**config.mk**
```make
export PLATFORM = sky130hd
export DESIGN_NAME = char_roi_sequencer
export DESIGN_NICKNAME = d
export VERILOG_FILES = /design/src/rtl/char_seq_pkg.sv /design/src/rtl/char_cell_select.sv /design/src/rtl/char_roi_sequencer.sv
export SDC_FILE = /design/constraint.sdc
export NUM_CORES = 1
export LEC_CHECK = 0
export CORE_MARGIN = 4
export CORE_UTILIZATION = 35
export DETAILED_ROUTE_END_ITERATION = 10
export PLACE_DENSITY = 0.67
export SYNTH_ARGS = -nofsm -noshare
export SYNTH_HDL_FRONTEND = slang
export SYNTH_SLANG_ARGS = --single-unit
```
**constraint.sdc**
```tcl
create_clock -name clk -period 10.8 [get_ports clk]
set_input_delay 2.16 -clock clk [delete_from_list [all_inputs] [get_ports clk]]
set_output_delay 2.16 -clock clk [all_outputs]
set_load 0.05 [all_outputs]
```
**src/rtl/char_seq_pkg.sv**
```systemverilog
// Shared types and constants for the plate-character ROI sequencer.
package char_seq_pkg;

    localparam int CHAR_NUM = 7;
    localparam int POS_W    = 12;

    typedef enum logic [2:0] {
        ST_IDLE  = 3'd0,
        ST_CHECK = 3'd1,
        ST_ISSUE = 3'd2,
        ST_WAIT  = 3'd3,
        ST_NEXT  = 3'd4,
        ST_DONE  = 3'd5
    } state_e;

    typedef struct packed {
        logic [POS_W-1:0] x0;
        logic [POS_W-1:0] x1;
        logic [POS_W-1:0] y0;
        logic [POS_W-1:0] y1;
    } box_t;

    // part[k] holds partition_line(k+1)
    typedef struct packed {
        logic [POS_W-1:0]                  edge_left;
        logic [POS_W-1:0]                  edge_right;
        logic [POS_W-1:0]                  char_up;
        logic [POS_W-1:0]                  char_down;
        logic [CHAR_NUM-2:0][POS_W-1:0]    part;
    } snap_t;

endpackage

```
**src/rtl/char_cell_select.sv**
```systemverilog
// Combinational cell-box mux: picks the box for cell idx out of the frame snapshot
// and flags cells with zero or negative width/height.
module char_cell_select
    import char_seq_pkg::*;
(
    input  snap_t      snap,
    input  logic [2:0] idx,
    output box_t       box,
    output logic       degen
);

    // Column boundaries left to right: outer edges wrap the six partitions
    logic [CHAR_NUM:0][POS_W-1:0] lines;

    always_comb begin
        lines[0] = snap.edge_left;
        for (int i = 1; i < CHAR_NUM; i++) begin
            lines[i] = snap.part[i-1];
        end
        lines[CHAR_NUM] = snap.edge_right;
    end

    always_comb begin
        box.x0 = lines[idx];
        box.x1 = lines[idx + 3'd1];
        box.y0 = snap.char_up;
        box.y1 = snap.char_down;
        degen  = !((box.x1 > box.x0) && (box.y1 > box.y0));
    end

endmodule

```
**src/rtl/char_roi_sequencer.sv**
```systemverilog
// Walks the seven character cells of a valid plate and hands each to the recognition
// engine over req/ack/done. Optional ack-to-done timeout: define CHAR_SEQ_TIMEOUT_EN.
module char_roi_sequencer
    import char_seq_pkg::*;
#(
    parameter int TIMEOUT_CYC = 65535
) (
    input  logic                clk,
    input  logic                rst_n,
    input  logic                frame_end,
    input  logic                plate_valid,
    input  logic [POS_W-1:0]    edge_left,
    input  logic [POS_W-1:0]    edge_right,
    input  logic [POS_W-1:0]    partition_line1,
    input  logic [POS_W-1:0]    partition_line2,
    input  logic [POS_W-1:0]    partition_line3,
    input  logic [POS_W-1:0]    partition_line4,
    input  logic [POS_W-1:0]    partition_line5,
    input  logic [POS_W-1:0]    partition_line6,
    input  logic [POS_W-1:0]    char_up_position,
    input  logic [POS_W-1:0]    char_down_position,
    output logic                roi_req,
    input  logic                roi_ack,
    input  logic                roi_done,
    output logic [2:0]          roi_idx,
    output logic [POS_W-1:0]    roi_x0,
    output logic [POS_W-1:0]    roi_x1,
    output logic [POS_W-1:0]    roi_y0,
    output logic [POS_W-1:0]    roi_y1,
    output logic                seq_busy,
    output logic                seq_done,
    output logic [CHAR_NUM-1:0] skip_mask,
    output logic                timeout_err,
    output logic [7:0]          overrun_cnt
);

    state_e              state_q, state_d;
    logic [2:0]          idx_q, idx_d;
    snap_t               snap_q, snap_d;
    box_t                box_q, box_d;
    logic [CHAR_NUM-1:0] skip_q, skip_d;
    logic [7:0]          ovr_q, ovr_d;

    box_t                sel_box;
    logic                sel_degen;

`ifdef CHAR_SEQ_TIMEOUT_EN
    localparam int TCNT_W = $clog2(TIMEOUT_CYC + 1);
    logic [TCNT_W-1:0]   tcnt_q, tcnt_d;
    logic                terr_q, terr_d;
`else
    logic                unused_timeout_cyc;
    assign unused_timeout_cyc = ^TIMEOUT_CYC;
`endif

    char_cell_select u_sel (
        .snap  (snap_q),
        .idx   (idx_q),
        .box   (sel_box),
        .degen (sel_degen)
    );

    always_comb begin
        state_d = state_q;
        idx_d   = idx_q;
        snap_d  = snap_q;
        box_d   = box_q;
        skip_d  = skip_q;
        ovr_d   = ovr_q;
`ifdef CHAR_SEQ_TIMEOUT_EN
        tcnt_d  = tcnt_q;
        terr_d  = 1'b0;
`endif
        // A frame ending mid-sequence is dropped; the snapshot stays untouched
        if (frame_end && (state_q != ST_IDLE) && (ovr_q != 8'hFF)) begin
            ovr_d = ovr_q + 8'd1;
        end

        case (state_q)
            ST_IDLE: begin
                if (frame_end && plate_valid) begin
                    snap_d.edge_left  = edge_left;
                    snap_d.edge_right = edge_right;
                    snap_d.char_up    = char_up_position;
                    snap_d.char_down  = char_down_position;
                    snap_d.part       = {partition_line6, partition_line5, partition_line4,
                                         partition_line3, partition_line2, partition_line1};
                    skip_d  = '0;
                    idx_d   = '0;
                    state_d = ST_CHECK;
                end
            end
            ST_CHECK: begin
                if (sel_degen) begin
                    skip_d[idx_q] = 1'b1;
                    state_d       = ST_NEXT;
                end else begin
                    box_d   = sel_box;
                    state_d = ST_ISSUE;
                end
            end
            ST_ISSUE: begin
                if (roi_ack) begin
`ifdef CHAR_SEQ_TIMEOUT_EN
                    tcnt_d = '0;
`endif
                    state_d = ST_WAIT;
                end
            end
            ST_WAIT: begin
                if (roi_done) begin
                    state_d = ST_NEXT;
`ifdef CHAR_SEQ_TIMEOUT_EN
                end else if (tcnt_q == TCNT_W'(TIMEOUT_CYC)) begin
                    skip_d[idx_q] = 1'b1;
                    terr_d        = 1'b1;
                    state_d       = ST_NEXT;
                end else begin
                    tcnt_d = tcnt_q + TCNT_W'(1);
`endif
                end
            end
            ST_NEXT: begin
                if (idx_q == 3'(CHAR_NUM - 1)) begin
                    state_d = ST_DONE;
                end else begin
                    idx_d   = idx_q + 3'd1;
                    state_d = ST_CHECK;
                end
            end
            ST_DONE: state_d = ST_IDLE;
            default: state_d = ST_IDLE;
        endcase
    end

    always_ff @(posedge clk or negedge rst_n) begin
        if (!rst_n) begin
            state_q <= ST_IDLE;
            idx_q   <= '0;
            snap_q  <= '0;
            box_q   <= '0;
            skip_q  <= '0;
            ovr_q   <= '0;
        end else begin
            state_q <= state_d;
            idx_q   <= idx_d;
            snap_q  <= snap_d;
            box_q   <= box_d;
            skip_q  <= skip_d;
            ovr_q   <= ovr_d;
        end
    end

`ifdef CHAR_SEQ_TIMEOUT_EN
    always_ff @(posedge clk or negedge rst_n) begin
        if (!rst_n) begin
            tcnt_q <= '0;
            terr_q <= 1'b0;
        end else begin
            tcnt_q <= tcnt_d;
            terr_q <= terr_d;
        end
    end
    assign timeout_err = terr_q;
`else
    assign timeout_err = 1'b0;
`endif

    assign roi_req     = (state_q == ST_ISSUE);
    assign seq_busy    = (state_q != ST_IDLE);
    assign seq_done    = (state_q == ST_DONE);
    assign roi_idx     = idx_q;
    assign roi_x0      = box_q.x0;
    assign roi_x1      = box_q.x1;
    assign roi_y0      = box_q.y0;
    assign roi_y1      = box_q.y1;
    assign skip_mask   = skip_q;
    assign overrun_cnt = ovr_q;

endmodule
```
* Yosys cells after proc, flatten, opt, wreduce, memory -nomap -nowiden
Cells that the tools add are included.
** Word-level totals
- Word-level logic and storage cells :: 70
- Output and inout bits :: 70
- Register bits :: 189
- Input bits :: 126
** Cells by class
- Equal/unequal tests :: 12
- Multiplexer cells :: 18
- Magnitude comparators :: 5
- $add $sub $neg :: 2
- Bitwise gates (word level) :: 1
- Reduce and logical (&&, ||, !) cells :: 14
** Operators by type and width (count)
- 12-bit binary-select mux with 3-bit select :: 2
- 12-bit > comparator :: 2
- 12-bit 2-to-1 mux :: 2
- 3-bit 2-to-1 mux :: 7
- 3-bit case mux with 5 select lines :: 1
- 7-bit 2-to-1 mux :: 2
- 7-bit case mux with 2 select lines :: 1
- 3-bit == test (second input constant) :: 3
- 3-bit AND reduction :: 3
- 8-bit by 1-bit adder with 8-bit output (second input constant) :: 1
- 3-bit by 4-bit less-than comparator with 1-bit output (second input constant) :: 2
- 2-bit != test (second input constant) :: 4
- 8-bit != test (second input constant) :: 1
- 7-bit bitwise OR :: 1
- 3-bit by 2-bit == test with 1-bit output (second input constant) :: 2
- 3-bit case mux with 2 select lines :: 1
- 1-bit logical AND :: 5
- 2-bit AND reduction :: 2
- 2-bit nonzero test :: 2
- 3-bit by 1-bit adder with 3-bit output (second input constant) :: 1
- 1-bit demux with 3-bit select :: 1
- 3-bit by 1-bit == test with 1-bit output (second input constant) :: 1
- 3-bit by 1-bit greater-or-equal comparator with 1-bit output (second input constant) :: 1
- 3-bit logical NOT :: 1
- other kinds (3) :: 3

* Longest topological paths before layout
Gate-level depths: netlist of run 1.
- Depth after elaboration :: 7
- Mapped depth :: 17

* Cells and area by module
From an unflattened synthesis of run 1, not the netlist that was laid out.
** Unflattened totals
- Cell total of the unflattened synthesis :: 661
- Area, all modules :: 9589.2 µm²
** Modules (own cells, without submodules)
- char_roi_sequencer :: area an instance 7369.6 µm², cells an instance 468, instances 1
- char_cell_select :: area an instance 2219.6 µm², cells an instance 193, instances 1

* Worst setup path before layout of run 1
No wires, ideal clock.
- Kind :: reg-to-reg
- From :: register idx_q[0] (netlist: roi_idx[0])
- To :: register box_q (netlist bit roi_x1[1])
- Data arrival time :: 4.529 ns
- Setup time :: 0.125 ns
- Slack :: 6.146 ns
- Cell stages (with the launch flop) :: 18
- Cells stage by stage :: dfrtp_1 -> buf_4 -> clkinv_1 -> clkbuf_1 -> ha_1 -> clkbuf_1 -> clkbuf_1 -> mux4_2 -> mux2_2 -> ha_1 -> nand4_1 -> nor3_1 -> a31o_2 -> nor4b_4 -> nand2_1 -> buf_6 -> buf_6 -> mux2_4
** RTL lines
- start, declared :: RTL line char_roi_sequencer.sv:38 : logic [2:0] idx_q, idx_d;
- start signal, assigned :: RTL line char_roi_sequencer.sv:146 : idx_q <= idx_d;
- end signal, assigned :: RTL line char_roi_sequencer.sv:148 : box_q <= box_d;
- end, declared :: RTL line char_roi_sequencer.sv:40 : box_t box_q, box_d;

* Worst setup path in the final report of run 1
- From :: register idx_q[0] (netlist: roi_idx[0])
- To :: register box_q (netlist bit roi_x1[1])
** On the way
- Cells in the longest elaborated chain, start to end :: 6
- Elaborated cells between the ends (all ways) :: 8
- Those cells by class :: add/sub (1); order compare (1); mux (4); reduce/logical (2)
** RTL lines
- 3-bit by 1-bit adder with 3-bit output :: RTL line char_cell_select.sv:25 : box.x1 = lines[idx + 3'd1];
- 12-bit binary-select mux with 3-bit select :: RTL line char_cell_select.sv:25
- 12-bit 2-to-1 mux (implied by the code) :: RTL line char_cell_select.sv:25
- 12-bit > comparator :: RTL line char_cell_select.sv:28 : degen = !((box.x1 > box.x0) && (box.y1 > box.y0));
- 1-bit logical AND :: RTL line char_cell_select.sv:28
- 2-bit AND reduction (no source line)
Several ways; a longest one is shown, not always the timed one. The select of a mux whose other input is x is not followed.
A chain may end at the register's enable or synchronous reset.

==> flow_summary.ini, run 1 <==
[outcome]
outcome = complete, no violations

[drt]
vias = 7527
routed_wl_um = 28700
drt_iter0_drc = 617
wl_per_cell_um = 19.7
ant_nets = 0
via_per_inst = 5.17
drc = 0
dr.pass1.iters = 5

[floorplan]
rows = 59
chipWidth_um = 172
ioPinCount = 196
dieArea_um2 = 29700
die_y_um = 172
start_util_pct = 35.9
core_area_um2 = 26300

[sta]
rsz0062_at_grt = false
finalCritPeriodShare_pct = 55.1
relSlewSlack_pct = 21.6
fin_skew_ns = 0.0178
finalHoldViolations = 0
fmax_ghz = 0.168
maxSlewViolCount = 0
worst_pin_slew_ns = 1.18
setup_violations = 0
fin_crit_ns = 5.95
tns_ns = 0

[clock_network]
clock_latency_ns = 0.45
root_buffer = clkbuf_16
cts_setup_buffers = 0
cts_buffers = 17
clkTransAtPathRegs_ns = 0.08
cts_max_level = 4
cts.sink_count = 189
cts.path.max_buffers = 2
cts_tree = built
hold_buffers = 0
cts_resized = 0

[cells_and_area]
drive_gt1_share_pct = 11.6
area_growth_pct = 29.3
final_area_um2 = 12200
antenna_cells = 0
nets = 1261
layout_common_cells = 361 x nand2_1, 193 x clkdlybuf4s50_1, 188 x dfrtp_1, 31 x a21oi_1, 31 x mux2_2
post-route-util_pct = 46.4
final_common_cell = nand2_1

[worst_setup_path]
worstSetupPathType = reg2reg
cp-end-kind = flop
regToRegSetupSlack_ns = 4.85
crit_fanout = 25
cp-start-kind = flop
critPathRequiredTime_ns = 11.12
cp.arrival_ns = 6.27

[yosys]
syn-cell-area_um2 = 9440
syn_inst = 944
async_reset_ff_share_pct = 100
synth_compound_area_share_pct = 7.68
synthAdderAreaFrac_pct = 3.58
synth_cell_types = 48
yosys_register_bits = 189
ys_warn_count = 0
synth_area_per_cell_um2 = 10.0
muxShareOfSynthArea_pct = 15.8
ys.flop_type = dfrtp_1
seq_area_frac_synth_pct = 50.1
synth_top_family_by_area = simple AND/OR/NAND/NOR gates
synth_edf_count = 0
yosys.area_share.simple_pct = 18.4
synth-xor-area-share_pct = 0.743
synth_nets = 1097

[grt]
grt_start_max_net_pins = 96
antenna_found_initial = 0
first_global_vias = 7521
track_usage_pct = 19.5
grt_pass1_wl_um = 43900
gr-total-overflow = 0

[placed_design]
numPortBuffers = 194
place_area_um2 = 11600
dp_hpwl_um = 21500
gp_congestion = 0.936

[flow_run]
cap_violations = 0

[power_and_ir_drop]
p_total_w = 0.00388
p_leak_nw = 5.61
ir_drop_uv = 162
power.density_nw_per_um2 = 318

[worst_hold_path]
min_path_type = reg2reg
[report_power, final]
part	switching [W]	internal [W]	leakage [nW]
logic	0.00111	0.000794	2.96
clock network	0.000318	0.000312	0.284
registers	0.000326	0.00102	2.37
[synthesized netlist by cell type, types with 20 or more instances]
master / number / area share, %
mux2_4: 20 / 3.2
mux2_2: 31 / 3.7
mux4_2: 28 / 6.7
nand2_1: 362 / 14
buf_2: 22 / 1.2
clkbuf_1: 28 / 1.1
o21ai_0: 29 / 1.5
ha_1: 27 / 3.6
a21oi_1: 31 / 1.6
dfrtp_1: 189 / 50
mux2i_1: 21 / 2.2
nor2_1: 31 / 1.2
[logic make-up (layout without fill, tap and decap cells)]
group	count (synthesis)	in the layout
compound gates	110	110
buf+inv	76	253
other cells	1	1
flops	189	189
simple gates	433	433
xor+xnor	8	8
fa+ha+maj	27	27
mux	100	100
[layer usage]
| layer | global-route usage [%] | part of all wire [%] | vias to the layer above |
|---|---|---|---|
| met4 | 5.09 | 1.8 | 0 |
| met5 | 0 | 0 | - |
| met1 | 27.5 | 45 | 3679 |
| met2 | 31.1 | 47 | 293 |
| met3 | 3.96 | 7.0 | 23 |
| li1 | - | - | 3532 |
[through the flow]
stage	hold WS (ns)	setup slack, ns	instances
finish	0.490	4.85	1456
global placement	0.473	5.12	1424
global route	0.514	4.51	1456
floorplan	0.457	6.15	944
detailed placement	0.480	4.92	1424
CTS	0.497	4.89	1456
[cell type report]
class / count / area, µm²
fill: 2431 / 14100
sequential: 189 / 4730
multi-input combinational: 679 / 4370
timing repair buffer: 203 / 2010
clock buffer: 17 / 425
tap: 335 / 419
clock inverter: 15 / 169
inverter: 18 / 67.6
[final timing paths]
| kind | from | endpoint | depth (start not counted) |
|---|---|---|---|
| min in group asynchronous | rst_n | overrun_cnt[3] | 1 |
| max reg2reg | roi_idx[0] | roi_x1[1] | 12 |
| min | overrun_cnt[6] | overrun_cnt[6] | 1 |
| min reg2reg | overrun_cnt[6] | overrun_cnt[6] | 1 |
| max in group asynchronous | rst_n | roi_idx[0] | 2 |
| max | roi_idx[0] | roi_x1[1] | 12 |
[worst max-delay path, stage by stage (launching register included)]
cell      delay, ns
dfrtp_2        0.36
clkinv_1       0.44
ha_1           1.29
mux4_2         0.61
mux2i_1        0.33
ha_1           0.30
nand4_1        0.09
nor3_1         0.05
a31o_2         0.25
nor4b_4        0.83
nand2_2        0.48
buf_4          0.42
mux2_4         0.34
[sequential cells by signal, indices dropped and copies added, names as in the netlist]
name	cells
state_q	3
roi_idx	3
roi_y0	12
roi_x0	12
roi_x1	12
skip_mask	7
snap_q	120
roi_y1	12
overrun_cnt	8
Power figures use the tool's default switching activity.
==> run 2: changes to the inputs <==
==> constraint.sdc (replaced) <==
create_clock -name clk -period 6 [get_ports clk]
set_input_delay 1.2 -clock clk [delete_from_list [all_inputs] [get_ports clk]]
set_output_delay 1.2 -clock clk [all_outputs]
set_load 0.05 [all_outputs]
==> run 2 against run 1 <==
- largest cell class unchanged
- sequential share of layout area fell by 0.11 points
- cell count rose by 0.21%
- clock power rose by 87%
- combinational power rose by 79%
- worst hold slack got worse by 0.0020 ns
- die area did not move
- via count rose by 0.74%
- first-iteration DRC count fell by 8.4%
- core utilization rose by 0.13 points
- non-clock buffer count rose by 1
==> flow_summary.ini, run 2 (synthesis gave the netlist of run 1 again) <==
[drt]
routed_wl_um = 28300
ant_nets = 0
drc = 0
drt_iter0_drc = 565
wl_per_cell_um = 19.4
vias = 7583
dr.pass1.iters = 5
via_per_inst = 5.20

[power_and_ir_drop]
p_int_w = 0.00387
p_total_w = 0.00701
p_leak_nw = 5.64
clkPwrFrac_pct = 16.8
p_sw_w = 0.00314
power.density_nw_per_um2 = 573
switching_share_pct = 44.8
ir_drop_uv = 253
p_comb_share_pct = 48.7
power_frac_seq_pct = 34.5

[clock_network]
cts.path.max_buffers = 2
cts_setup_buffers = 0
clkTransAtPathRegs_ns = 0.08
hold_buffers = 0
cts.sink_count = 189
clock_latency_ns = 0.44
cts_max_level = 4
cts_tree = built
cts_resized = 0
cts_buffers = 17
root_buffer = clkbuf_16

[outcome]
outcome = complete, no violations

[sta]
rsz0062_at_grt = false
hold_ws_ns = 0.488
fin_skew_ns = 0.0175
tns_ns = 0
setup_violations = 0
maxSlewViolCount = 0
finalHoldViolations = 0
fin_crit_ns = 5.25
fmax_ghz = 0.190
finalCritPeriodShare_pct = 87.5
relSlewSlack_pct = 28.5
worst_pin_slew_ns = 1.07

[cells_and_area]
nets = 1262
fillers = 2489
multi_input_area_um2 = 4370
drive_gt1_share_pct = 11.7
largest_reg_flops = 120
seq_area_um2 = 4730
layout_common_cells = 361 x nand2_1, 193 x clkdlybuf4s50_1, 188 x dfrtp_1, 31 x a21oi_1, 31 x mux2_2
regMostFlops = snap_q
final_common_cell = nand2_1
area_growth_pct = 29.6

[floorplan]
core_area_um2 = 26300
chipWidth_um = 172
die_y_um = 172
rows = 59
ioPinCount = 196
dieArea_um2 = 29700
start_util_pct = 35.9

[grt]
first_global_vias = 7553
grt_start_max_net_pins = 114
gr-total-overflow = 0
antenna_found_initial = 2
grt_pass1_wl_um = 43500
track_usage_pct = 19.3

[worst_setup_path]
crit_buf_inv = 2
crit_fanout = 30
crit_slowest_cell = ha_1
cp.arrival_ns = 5.57
worstSetupPathType = reg2reg
slowest_delay_ns = 1.18
cp-start-kind = flop
critPathTopFamily = adder cells
critPathRequiredTime_ns = 6.32
crit_chain = clkinv_1, ha_1, mux4_2, mux2_2, ha_1, nand4_1, a211o_1, a31oi_4, nand2_2, buf_4, mux2_2
cp-end-kind = flop

[placed_design]
gp_congestion = 0.958
dp_hpwl_um = 21200
numPortBuffers = 194

[worst_hold_path]
min_path_type = reg2reg

[flow_run]
cap_violations = 0
-- run 2: power groups by stage --
stage / logic, W / registers (W) / clock network [W]
2_1_floorplan: 0.00195 / 0.00273 / 0
3_3_place_gp: 0.00333 / 0.00242 / 0
3_5_place_dp: 0.00340 / 0.00242 / 0
6_report: 0.00341 / 0.00242 / 0.00118
4_1_cts: 0.00343 / 0.00241 / 0.00119
5_1_grt: 0.00373 / 0.00248 / 0.00125
-- run 2: worst paths after layout --
path / start / cells after the start / to / slack (ns)
setup / recovery: roi_idx[0] / 11 / roi_y1[11] / 0.75
hold / removal: skip_mask[5] / 2 / skip_mask[5] / 0.49
hold reg to reg: skip_mask[5] / 2 / skip_mask[5] / 0.49
min in group asynchronous: rst_n / 1 / overrun_cnt[1] / 0.81
max in group asynchronous: rst_n / 2 / roi_idx[0] / 4.04
setup reg to reg: roi_idx[0] / 11 / roi_y1[11] / 0.75
-- run 2: area by class of cell --
type,count,area share [%]
flip-flops and latches,189,38.7
multi-input cells,679,35.8
repair buffers,204,16.5
clock buffers,17,3.48
well taps,335,3.43
clock inverters,15,1.55
inverters,18,0.552
diodes,2,0.0409
-- run 2: metal layers --
| layer | GRT usage (%) | up-vias | wire length, µm |
|---|---|---|---|
| met5 | 0 | - | 0 |
| met4 | 7.59 | 0 | 1010 |
| met3 | 3.91 | 67 | 1910 |
| met2 | 29.8 | 309 | 13000 |
| met1 | 26.8 | 3660 | 12400 |
| li1 | - | 3547 | - |
-- run 2: through the flow --
step | utilization [%] | instance area, µm² | instances | setup WS, ns
floorplan | - | 9440 | 944 | 1.35
global placement | 44.2 | 11600 | 1425 | 0.933
detailed placement | 44.2 | 11600 | 1425 | 0.795
CTS | 46.5 | 12200 | 1457 | 0.776
global route | 46.5 | 12200 | 1459 | 0.492
finish | 46.5 | 12200 | 1459 | 0.750
-- run 2: worst reg2reg max path: cells and delay by family, from the launching register on --
kind	cells	cell delay [ns]
flip-flops	1	0.36
multiplexers	3	1.15
AO/OA/AOI/OAI	2	0.88
adder cells (fa/ha/maj)	2	1.50
buffers and inverters	2	0.80
AND/OR/NAND/NOR	2	0.47
==> run 3: changes to the inputs <==
--- a/config.mk
+++ b/config.mk
@@ -8,7 +8,7 @@
 export CORE_MARGIN = 4
 export CORE_UTILIZATION = 35
 export DETAILED_ROUTE_END_ITERATION = 10
-export PLACE_DENSITY = 0.67
+export SLEW_MARGIN = 10
 export SYNTH_ARGS = -nofsm -noshare
 export SYNTH_HDL_FRONTEND = slang
 export SYNTH_SLANG_ARGS = --single-unit
==> run 3 against run 2 <==
- fmax grew 5.8%
- total power shrank 0.54%
- clock skew down 0.0037 ns
- non-clock buffer count is 2 higher
- final area about the same
- critical endpoint is now roi_y1[9]
- worst setup slack gained 0.29 ns
==> flow_summary.ini, run 3 (synthesis gave the netlist of run 1 again) <==
[flow_run]
cap_violations = 0

[floorplan]
core_area_um2 = 26300
ioPinCount = 196
start_util_pct = 35.9
chipWidth_um = 172
die_y_um = 172
rows = 59
dieArea_um2 = 29700

[grt]
antenna_found_initial = 0
gr-total-overflow = 0
first_global_vias = 7313
track_usage_pct = 19.1
grt_start_max_net_pins = 97
grt_pass1_wl_um = 43000

[sta]
fin_skew_ns = 0.0138
setup_violations = 0
tns_ns = 0
fmax_ghz = 0.202
fin_crit_ns = 4.96
worst_pin_slew_ns = 1.02
hold_ws_ns = 0.494
finalCritPeriodShare_pct = 82.7
fin_ws_ns = 1.04
relSlewSlack_pct = 31.9
maxSlewViolCount = 0
rsz0062_at_grt = false
finalHoldViolations = 0

[clock_network]
cts.path.max_buffers = 2
cts_buffers = 17
cts_max_level = 4
cts_resized = 0
clock_latency_ns = 0.44
root_buffer = clkbuf_16
clkTransAtPathRegs_ns = 0.07
hold_buffers = 0
cts.sink_count = 189
cts_tree = built
cts_setup_buffers = 0

[drt]
drc = 0
ant_nets = 0
routed_wl_um = 28000
dr.pass1.iters = 5
via_per_inst = 5.09
wl_per_cell_um = 19.2
vias = 7421
drt_iter0_drc = 584

[worst_setup_path]
slowest_delay_ns = 0.83
cp-end-kind = flop
critPathRequiredTime_ns = 6.32
r2r_cells = 13
cp-start-kind = flop
cp.arrival_ns = 5.29
crit_chain = clkinv_1, nor2_1, a221o_1, a22oi_1, ha_1, nand4_1, nor3_1, a31o_2, nor4b_4, buf_4, nand2_2, buf_12, mux2_4
critPathTopFamily = simple AND/OR/NAND/NOR gates
crit_slowest_cell = dfrtp_1
crit_buf_inv = 3
worstSetupPathType = reg2reg
r2r-start = roi_idx[1]
crit_fanout = 24
regToRegSetupSlack_ns = 1.04
timing.rr.end = roi_y1[9]

[worst_hold_path]
min_path_type = reg2reg
hp-start = overrun_cnt[6]
holdPathStages = 1
worstHoldEndpoint = overrun_cnt[6]

[power_and_ir_drop]
power.density_nw_per_um2 = 571
ir_drop_uv = 222
p_leak_nw = 5.63

[placed_design]
place_inst = 1427
dp_hpwl_um = 21100
gp_congestion = 0.870
numPortBuffers = 194
dpl_worst_slack_ns = 1.09

[cells_and_area]
fillers = 2485
regMostFlops = snap_q
area_growth_pct = 29.5
stdcell_count = 1459
drive_gt1_share_pct = 11.8
layout_common_cells = 361 x nand2_1, 193 x clkdlybuf4s50_1, 188 x dfrtp_1, 31 x a21oi_1, 31 x mux2_2
largest_reg_flops = 120
nets = 1264
antenna_cells = 0
final_common_cell = nand2_1

[outcome]
outcome = complete, no violations
## run 3: changes by cell type in the layout (fill, tap and decap cells not counted)
cell,previous run,this run
clkinv_8,3,2
buf_12,0,2
clkinvlp_4,0,2
diode_2,2,0
clkinv_2,0,1
inv_12,1,0
bufinv_16,1,0
## run 3: how the worst max path moves through the flow
| stage | cells after the start | end | startpoint |
|---|---|---|---|
| floorplan | 17 | roi_x1[1] | roi_idx[0] |
| global placement | 14 | roi_y0[7] | roi_idx[1] |
| detailed placement | 13 | roi_y1[9] | roi_idx[1] |
| CTS | 13 | roi_y1[9] | roi_idx[1] |
| global route | 14 | roi_y1[9] | roi_idx[1] |
| finish | 13 | roi_y1[9] | roi_idx[1] |
## run 3: area by class of cell
type | instances | area, µm² | share of cell area (%)
Multi-Input combinational cell | 679 | 4370 | 35.8
Sequential cell | 189 | 4730 | 38.7
Inverter | 18 | 67.6 | 0.553
Timing Repair Buffer | 206 | 2060 | 16.9
Clock inverter | 15 | 148 | 1.21
Tap cell | 335 | 419 | 3.43
Clock buffer | 17 | 425 | 3.48
## run 3: per-layer routing
metal	vias to the layer above	global-route usage, %	routed length [µm]
met2	234	29.1	12800
met1	3612	28.3	13300
li1	3547	-	-
met3	28	3.20	1450
met4	0	5.13	473
met5	-	0	0
## run 3: per-stage QoR
step	total power (W)	cell area, µm²	utilization (%)
detailed placement	0.00588	11700	44.3
CTS	0.00700	12200	46.5
floorplan	0.00468	9440	-
global placement	0.00581	11700	44.3
finish	0.00697	12200	46.5
global route	0.00742	12200	46.5
## run 3: where the power goes
part / switching [W] / internal (W) / leakage [nW] / total (W)
clock network: 0.000555 / 0.000554 / 0.277 / 0.00111
registers: 0.000584 / 0.00183 / 2.37 / 0.00242
logic: 0.00199 / 0.00145 / 2.99 / 0.00345
